## config.mk

```make
export PLATFORM = sky130hd
export DESIGN_NAME = key_event_queue_flat
export DESIGN_NICKNAME = d
export VERILOG_FILES = /design/src/rtl/key_event_queue_if.sv /design/src/rtl/key_event_queue.sv /design/src/flat_wrapper.sv
export SDC_FILE = /design/constraint.sdc
export NUM_CORES = 1
export LEC_CHECK = 0
export ABC_AREA = 1
export CAP_MARGIN = 20
export CORE_MARGIN = 10
export CORE_UTILIZATION = 24
export CTS_CLUSTER_SIZE = 12
export DETAILED_ROUTE_END_ITERATION = 8
export GPL_ROUTABILITY_DRIVEN = 0
export SYNTH_ARGS = -nofsm -noshare
export SYNTH_HDL_FRONTEND = slang
export SYNTH_SLANG_ARGS = --single-unit
export TNS_END_PERCENT = 30
```

## constraint.sdc

```tcl
create_clock -name clk -period 3.7 [get_ports clk]
set_input_delay 0.74 -clock clk [delete_from_list [all_inputs] [get_ports clk]]
set_output_delay 0.74 -clock clk [all_outputs]
set_load 0.01 [all_outputs]
```

## src/rtl/key_event_queue_if.sv

```systemverilog
// key_event_queue_if: valid/ready event handshake between the key queue and its consumer
interface key_event_queue_if;
    logic       ev_valid;
    logic [2:0] ev_code;
    logic       ev_ready;
    modport master (output ev_valid, output ev_code, input ev_ready);
    modport slave  (input ev_valid, input ev_code, output ev_ready);
endinterface

```

## src/rtl/key_event_queue.sv

```systemverilog
// key_event_queue: debounces push-buttons and queues key-press events behind a valid/ready handshake
module key_event_queue #(
    parameter int N_KEYS  = 5,
    parameter int DEB_CNT = 200000,
    parameter int DEPTH   = 4
) (
    input  logic                 clk,
    input  logic                 rst,
    input  logic [N_KEYS-1:0]    btn,
    key_event_queue_if.master    ev,
    output logic [N_KEYS-1:0]    btn_level,
    output logic [4:0]           count,
    output logic                 overflow
);
    localparam int CW = $clog2(DEB_CNT);
    localparam int AW = $clog2(DEPTH);

    logic [N_KEYS-1:0] sync1_q, sync2_q, level_q, level_d, pending_q, pending_d;
    logic [N_KEYS-1:0] rise, grant, clr;
    logic [CW-1:0]     cnt_q [N_KEYS];
    logic [CW-1:0]     cnt_d [N_KEYS];
    logic [2:0]        mem_q [DEPTH];
    logic [2:0]        mem_d [DEPTH];
    logic [AW-1:0]     wr_q, wr_d, rd_q, rd_d;
    logic [4:0]        count_q, count_d;
    logic              overflow_q, overflow_d;
    logic [2:0]        push_code;
    logic              push, pop, full;

    // Per-key debounce: a level is accepted only after DEB_CNT consecutive differing samples
    always_comb begin
        level_d = level_q;
        for (int i = 0; i < N_KEYS; i++) begin
            cnt_d[i] = '0;
            if (sync2_q[i] != level_q[i]) begin
                if (cnt_q[i] == CW'(DEB_CNT - 1))
                    level_d[i] = sync2_q[i];
                else
                    cnt_d[i] = cnt_q[i] + CW'(1);
            end
        end
        rise = level_d & ~level_q;
    end

    // Lowest-index pending key wins; a pop in the same cycle frees room when full
    always_comb begin
        push_code = '0;
        grant     = '0;
        for (int i = N_KEYS - 1; i >= 0; i--) begin
            if (pending_q[i]) begin
                push_code = 3'(i);
                grant     = '0;
                grant[i]  = 1'b1;
            end
        end
        full       = count_q == 5'(DEPTH);
        pop        = (count_q != '0) && ev.ev_ready;
        push       = (|pending_q) && (!full || pop);
        clr        = push ? grant : '0;
        pending_d  = (pending_q & ~clr) | rise;
        overflow_d = overflow_q | (|(rise & pending_q & ~clr));
    end

    // FIFO storage and pointer bookkeeping; pointers wrap naturally since DEPTH is a power of two
    always_comb begin
        mem_d = mem_q;
        wr_d  = wr_q;
        rd_d  = rd_q;
        if (push) begin
            mem_d[wr_q] = push_code;
            wr_d        = wr_q + AW'(1);
        end
        if (pop)
            rd_d = rd_q + AW'(1);
        count_d = count_q + 5'(push) - 5'(pop);
    end

    // State registers, all cleared asynchronously so queued and pending events vanish at once
    always_ff @(posedge clk or negedge rst) begin
        if (!rst) begin
            sync1_q    <= '0;
            sync2_q    <= '0;
            level_q    <= '0;
            pending_q  <= '0;
            wr_q       <= '0;
            rd_q       <= '0;
            count_q    <= '0;
            overflow_q <= 1'b0;
            for (int i = 0; i < N_KEYS; i++) cnt_q[i] <= '0;
            for (int i = 0; i < DEPTH; i++) mem_q[i] <= '0;
        end else begin
            sync1_q    <= btn;
            sync2_q    <= sync1_q;
            level_q    <= level_d;
            pending_q  <= pending_d;
            wr_q       <= wr_d;
            rd_q       <= rd_d;
            count_q    <= count_d;
            overflow_q <= overflow_d;
            cnt_q      <= cnt_d;
            mem_q      <= mem_d;
        end
    end

    assign ev.ev_valid = count_q != '0;
    assign ev.ev_code  = ev.ev_valid ? mem_q[rd_q] : 3'd0;
    assign btn_level   = level_q;
    assign count       = count_q;
    assign overflow    = overflow_q;
endmodule

```

## src/flat_wrapper.sv

```systemverilog
// flat-port wrapper written by rule: the top's interface ports become plain ports
module key_event_queue_flat 
#(
    parameter int N_KEYS  = 5,
    parameter int DEB_CNT = 200000,
    parameter int DEPTH   = 4
)
  (clk, rst, btn, btn_level, count, overflow, ev_ev_valid, ev_ev_code, ev_ev_ready);
  key_event_queue_if ev_i ();
  input  logic clk;
  input  logic rst;
  input  logic [N_KEYS-1:0] btn;
  output logic [N_KEYS-1:0] btn_level;
  output logic [4:0] count;
  output logic overflow;
  output wire logic [$bits(ev_i.ev_valid)-1:0] ev_ev_valid;
  output wire logic [$bits(ev_i.ev_code)-1:0] ev_ev_code;
  input wire logic [$bits(ev_i.ev_ready)-1:0] ev_ev_ready;
  assign ev_ev_valid = ev_i.ev_valid;
  assign ev_ev_code = ev_i.ev_code;
  assign ev_i.ev_ready = ev_ev_ready;
  key_event_queue #(.N_KEYS(N_KEYS), .DEB_CNT(DEB_CNT), .DEPTH(DEPTH)) u_core (.clk(clk), .rst(rst), .btn(btn), .ev(ev_i), .btn_level(btn_level), .count(count), .overflow(overflow));
endmodule
```

== After elaboration in Yosys (flattened, before gate mapping) ==
Index checks and enable logic that the tools add are counted.

* Register bits after elaboration: 132
* Latch bits: 0
* RAM bits: 0
* ROM bits: 0
* Input port bits: 8
* Output and inout bits: 15
* Logic and storage cells: 96
* Memories: 0

* Add/sub/neg operators: 9
* $mul: 0
* Div/mod/pow operators: 0
* Magnitude comparators: 3
* Equal/unequal tests: 11
* Shifts and indexed selects: 0
* Multiplexer cells: 38
* Bitwise operators: 10
* Reductions and logical operators: 8

{| class="wikitable"
|+ Operators by type and width
! operator !! count
|-
| $mux W18 || 10
|-
| $add A18 B1 Y18 const B || 5
|-
| $eq A18 B18 Y1 const B || 5
|-
| $mux W5 || 6
|-
| $mux W3 || 9
|-
| $and A5 B5 Y5 || 4
|-
| $bwmux W12 || 1
|-
| $mux W1 || 10
|-
| $not A5 Y5 || 2
|-
| $reduce_or A5 Y1 || 2
|-
| $bmux W3 S2 || 1
|-
| $demux W3 S2 || 1
|-
| $ge A3 B3 Y1 const B || 2
|-
| $not A2 Y3 || 2
|-
| $add A5 B1 Y5 || 1
|-
| $eq A5 B3 Y1 const B || 1
|-
| $ne A1 B1 Y1 || 5
|-
| $or A5 B5 Y5 || 1
|-
| $reduce_bool A5 Y1 || 1
|-
| $sub A5 B1 Y5 || 1
|-
| $add A2 B1 Y2 const B || 2
|-
| $logic_and A1 B1 Y1 || 3
|-
| $lt A3 B1 Y1 const B || 1
|-
| $logic_not A1 Y1 || 1
|-
| 2 further kinds || 2
|}

== Logic depth before layout (Yosys ltp) ==
* Depth in word-level cells: 10
* Mapped depth: 13
* Mapped depth without buffers: 13

== Worst setup path before layout ==
OpenSTA, ideal clock, no wires.

* Path type: reg-to-reg
* Start point: register u_core.count_q[3], in the netlist u_core.count[3]
* End point: register u_core.count_q[4], in the netlist u_core.count[4]
* Data arrival time: 2.238 ns
* Data required time: 3.572 ns
* Setup slack: 1.334 ns
* Stages on the path, launching flop included: 14
* Path through: dfrtp_1 > inv_1 > ha_1 > nand3_1 > nand2_1 > inv_1 > ha_1 > inv_1 > ha_1 > inv_1 > fa_1 > o21ai_0 > a21oi_1 > xor2_1

* Longest elaborated chain between the ends: 6
* Elaborated cells between the ends (all ways): 8
* Classes of those cells: 2 x add/sub; 1 x eq/ne; 5 x reduce/logical

{| class="wikitable"
|+ RTL lines
! what !! line !! source
|-
| start, declared || key_event_queue.sv:25 || <nowiki>logic [4:0] count_q, count_d;</nowiki>
|-
| start signal, assigned || key_event_queue.sv:98 || <nowiki>count_q <= count_d;</nowiki>
|-
| $reduce_bool A5 Y1 (*) || n/a ||
|-
| net ev_ev_valid || flat_wrapper.sv:16 || <nowiki>output wire logic [$bits(ev_i.ev_valid)-1:0] ev_ev_valid;</nowiki>
|-
| $logic_and A1 B1 Y1 (*) || key_event_queue.sv:57 || <nowiki>pop = (count_q != '0) && ev.ev_ready;</nowiki>
|-
| net u_core.pop || key_event_queue.sv:28 || <nowiki>logic push, pop, full;</nowiki>
|-
| $logic_or A1 B1 Y1 || key_event_queue.sv:58 || <nowiki>push = (|pending_q) && (!full || pop);</nowiki>
|-
| $logic_and A1 B1 Y1 || key_event_queue.sv:58 ||
|-
| $add A5 B1 Y5 || key_event_queue.sv:75 || <nowiki>count_d = count_q + 5'(push) - 5'(pop);</nowiki>
|-
| $sub A5 B1 Y5 (*) || key_event_queue.sv:75 ||
|-
| net u_core.count_d[4] || key_event_queue.sv:25 ||
|}

The timed path passes the listed nets; every way through them passes the cells marked *.
A chain may end at the register's enable or synchronous reset.

== Final worst setup path ==
* Start point: register u_core.rd_q[0]
* End point: output port ev_ev_code[0]

* Longest elaborated chain between the ends: 5

{| class="wikitable"
|+ RTL lines
! what !! line !! source
|-
| start, declared || key_event_queue.sv:24 || <nowiki>logic [AW-1:0] wr_q, wr_d, rd_q, rd_d;</nowiki>
|-
| start signal, assigned || key_event_queue.sv:97 || <nowiki>rd_q <= rd_d;</nowiki>
|-
| $not A2 Y3 (not written as such) || key_event_queue.sv:106 || <nowiki>assign ev.ev_code = ev.ev_valid ? mem_q[rd_q] : 3'd0;</nowiki>
|-
| $bmux W3 S2 || key_event_queue.sv:106 ||
|-
| $mux W3 (not written as such) (2 in series) || key_event_queue.sv:106 ||
|-
| $mux W3 || key_event_queue.sv:106 ||
|-
| end, declared || flat_wrapper.sv:17 || <nowiki>output wire logic [$bits(ev_i.ev_code)-1:0] ev_ev_code;</nowiki>
|}

No other way between the ends. The select of a mux whose other input is x is not followed.

==> summary.md <==
- outcome: finished, final reports clean
- Max clock buf depth: 2
- reg-to-reg critical path startpoint: u_core.count[2]$_DFF_PN0_
- Clk Tree Root Cell: sky130_fd_sc_hd__clkbuf_16
- share of the synthesized netlist area taken by xor and xnor gates: 7.35%
- number of global-route vias before repair: 5,049
- most frequent cell on the critical path: sky130_fd_sc_hd__a21oi_1
- first-pass GRT wire length: 23.5 mm
- total power consumption of the routed design: 3880 uW
- IO Pins: 23
- Worst setup EP type: output pin
- portion of total power attributed to sequential cells: 42.2%
- Area Overhead vs Synth: 18.6%
- clock network fraction of design power: 42.5%
- IR drop worst, VDD: 0.000293 V
- largest family of logic cells by synthesized area: simple AND/OR/NAND/NOR gates
- source of the critical timing path: u_core.rd_q[0]$_DFFE_PN0P_
- worst hold slack across all endpoints: 0.288 ns
- share of the synthesized area in the top cell type: 48.7%
- antenna violations before repair: 0
- final clock period utilization by the worst path: 73.4%
- average via count per standard cell: 4.11
- headroom to the max-slew limit: 53.5%
- Post-CTS Setup Repair Bufs: 0
- CP Data Arrival Time: 1.97 ns
- clock tree from TritonCTS: done
- Die Height: 188 um
- sum of overflow across all layers after global routing: 0
- YS warnings: 0
- max_cap viols: 0
- post-layout net count: 860
- number of distinct library cell variants in the gate-level netlist after synthesis: 38
- post-cts gate resize count: 0
- worst-path cell chain: inv_1 -> a21oi_1 -> o21ai_0 -> a21oi_1 -> clkdlybuf4s50_1
- Crit. path cell count: 5
- Detail Placement HPWL: 9.80 mm
- Routed WL per cell: 11.0 um
- Cells after Synth: 799
- post-synthesis adder-cell area fraction: 3.06%
- layout cells sized above 1: 9.78%
- total area of multi-input combinational cells: 3050 sq um
- final-report max-slew violation count: 0
- nets in the synthesized netlist: 823
- type of the worst setup path: register to output pin
- Worst EP required: 2.96 ns
- TNS Setup: 0 ns
- maximum number of pins on one net before global-route repair: 71
- internal reg-to-reg setup slack: 1.31 ns
- CTS Sinks: 132
- filler cell count in the final layout: 2,934
- number of H-tree branching levels: 4
- EDFF count, synth: 0
- combinational power share: 15.3%
- internal power contribution: 2870 uW
- average footprint of a synthesized cell: 8.50 sq um
- startpoint types: register
- most area-consuming cells after synthesis: sky130_fd_sc_hd__dfrtp_1 49%, sky130_fd_sc_hd__nor2_1 7.8%, sky130_fd_sc_hd__nand2_1 7.5%
- die outline area: 35,400 sq um
- # rows: 61
- power density normalized to cell area: 483 nW/um^2
- most numerous cell types in the synthesized netlist: 141 x sky130_fd_sc_hd__nor2_1, 136 x sky130_fd_sc_hd__nand2_1, 132 x sky130_fd_sc_hd__dfrtp_1
- input/output buffers: 22
- post-synthesis instance area: 6790 sq um
- antenna diode count: 0
- cts bufs inserted: 17
- final-report hold violation count: 0
- clock transition time at the flip-flop clock pins of the worst setup and hold paths: 0.06 ns
- post-synthesis compound-gate area fraction: 5.53%
- critical path peak fanout: 8
- minimum setup slack in the final design: 0.985 ns
- Period minus WS final: 2.71 ns
- critical path's top delay family: buffers and inverters
- post-synthesis cell type with the largest combined area: sky130_fd_sc_hd__dfrtp_1
- async set-or-reset flop fraction in the synthesized netlist: 100%
- switching share of power: 26.2%
- number of detailed-route iterations in the first pass: 4
- clock insertion delay at the later pin of the skew report: 0.42 ns
- Max Clk Rate: 0.368 GHz
- worst min path class: input port to asynchronous set/reset pin
- unrepaired setup endpoints after global routing: false
- Post-DRT Antenna Nets: 0
- count of buffer and inverter cells on the critical path: 2
- maximum clock skew at final layout: 0.0115 ns
- Detailed Route Iter0 Violations: 314
- horizontal extent of the die: 188 um
- proportion of synthesized area in mux cells: 0%
- core area: 27,900 sq um
- final std cell area, no fill: 8050 sq um
- Crit path largest cell delay: 0.55 ns
- most frequent cell after synthesis: sky130_fd_sc_hd__nor2_1
- worst reg-to-reg path cell count: 13
- final routed DRC violation total: 0
- # setup viols final: 0
- GR Util All Layers: 7.90%
- Seq/Total Area, Yosys: 48.7%
- sequential standard cell area: 3300 sq um
- Placed Instance Area: 7470 sq um
- most frequently used flop master after synthesis: sky130_fd_sc_hd__dfrtp_1
- power dissipated by switching net loads: 1020 uW
- area share of and/or/nand/nor cells after synthesis: 29.0%
- sum of routed wire length over all layers: 13.4 mm
- actual slew at the worst max-slew pin: 0.693 ns
- hold-fix buffer count after cts: 0
- worst setup slack before clock tree synthesis: 0.869 ns
- cell at the slowest stage of the critical path: sky130_fd_sc_hd__clkdlybuf4s50_1
- post-synthesis sequential element count: 132
- Leak Pwr: 0.00358 uW
- overall via count from detail_route: 5,043
- effective utilization at floorplan: 24.4%
-- power groups by stage --
stage / registers, uW / clock network [uW] / logic (uW)
floorplan: 1650 / 0 / 367
global placement: 1660 / 0 / 586
detailed placement: 1670 / 0 / 606
CTS: 1640 / 1700 / 610
global route: 1650 / 1770 / 690
finish: 1640 / 1650 / 596
-- sequential cells by signal, summed over array words and instances (netlist names) --
register	count
u_core.sync1_q	5
u_core.rd_q	2
u_core.count	5
u_core.wr_q	2
u_core.pending_q	5
u_core.mem_q	12
u_core.btn_level	5
u_core.sync2_q	5
u_core.cnt_q	90
u_core.overflow	1
-- stage by stage --
step                util (%)  std cells
floorplan                  -        799
global placement        26.8       1195
detailed placement      26.8       1195
CTS                     28.9       1227
global route            28.9       1227
finish                  28.9       1227
-- routing by layer --
metal	global-route usage (%)	vias up	part of all wire, %
met5	0	-	0
met4	3.14	0	1.5
met3	2.25	12	3.3
met2	12.4	57	46
met1	10.0	2368	49
li1	-	2606	-
-- cells by family (layout without fill, tap and decap cells) --
group,Yosys count,in the layout
XOR/XNOR,57,57
adder cells (fa/ha/maj),16,16
AND/OR/NAND/NOR,414,414
buffers and inverters,111,161
flip-flops,132,132
AO/OA/AOI/OAI,69,69
-- path summary, 6_finish.rpt --
path	endpoint
max reg2reg	u_core.count[4]$_DFF_PN0_
max	ev_ev_code[0]
max in group asynchronous	u_core.sync1_q[4]$_DFF_PN0_
min in group clk	u_core.sync2_q[4]$_DFF_PN0_
min	u_core.cnt_q[29]$_DFF_PN0_
min reg2reg	u_core.sync2_q[4]$_DFF_PN0_
-- placed cells by master (no fill, tap or decap), types with 2 or more instances in the layout --
cell and count:
sky130_fd_sc_hd__nor4_1 4, sky130_fd_sc_hd__clkbuf_8 3, sky130_fd_sc_hd__inv_1 103, sky130_fd_sc_hd__nand3_2 8
sky130_fd_sc_hd__clkbuf_16 17, sky130_fd_sc_hd__nor2_2 8, sky130_fd_sc_hd__nor2_1 141, sky130_fd_sc_hd__clkdlybuf4s50_1 21
sky130_fd_sc_hd__bufinv_16 2, sky130_fd_sc_hd__nand4_1 20, sky130_fd_sc_hd__or2_2 4, sky130_fd_sc_hd__nand3_1 38
sky130_fd_sc_hd__nor2_4 11, sky130_fd_sc_hd__nor3_2 4, sky130_fd_sc_hd__nand2_4 2, sky130_fd_sc_hd__nor3_1 16
sky130_fd_sc_hd__nand2_1 136, sky130_fd_sc_hd__clkinvlp_4 2, sky130_fd_sc_hd__ha_1 15, sky130_fd_sc_hd__clkbuf_1 4
sky130_fd_sc_hd__dfrtp_1 132, sky130_fd_sc_hd__inv_2 3, sky130_fd_sc_hd__clkinv_2 3, sky130_fd_sc_hd__o21a_1 5
sky130_fd_sc_hd__nor3b_1 4, sky130_fd_sc_hd__xnor2_1 14, sky130_fd_sc_hd__and2_1 4, sky130_fd_sc_hd__o21ai_0 31
sky130_fd_sc_hd__xor2_1 43, sky130_fd_sc_hd__nand2_2 8, sky130_fd_sc_hd__a21oi_1 28
-- layout make-up --
| cell class | count | area share (%) |
|---|---|---|
| Tap cell | 378 | 5.88 |
| Multi-Input combinational cell | 556 | 37.9 |
| Clock buffer | 24 | 5.98 |
| Sequential cell | 132 | 41.0 |
| Timing Repair Buffer | 23 | 3.00 |
| Inverter | 106 | 4.94 |
| Clock inverter | 8 | 1.23 |
-- worst register-to-register path, stage by stage (launching register included) --
cell and delay (ns):
sky130_fd_sc_hd__dfrtp_1 0.39, sky130_fd_sc_hd__inv_1 0.08, sky130_fd_sc_hd__ha_1 0.15, sky130_fd_sc_hd__nand3_1 0.11
sky130_fd_sc_hd__nand2_1 0.13, sky130_fd_sc_hd__inv_1 0.07, sky130_fd_sc_hd__ha_1 0.27, sky130_fd_sc_hd__inv_1 0.06
sky130_fd_sc_hd__ha_1 0.15, sky130_fd_sc_hd__inv_1 0.05, sky130_fd_sc_hd__fa_1 0.39, sky130_fd_sc_hd__o21ai_0 0.18
sky130_fd_sc_hd__a21oi_1 0.09, sky130_fd_sc_hd__xor2_1 0.14
(Power assumes the default switching activity.)
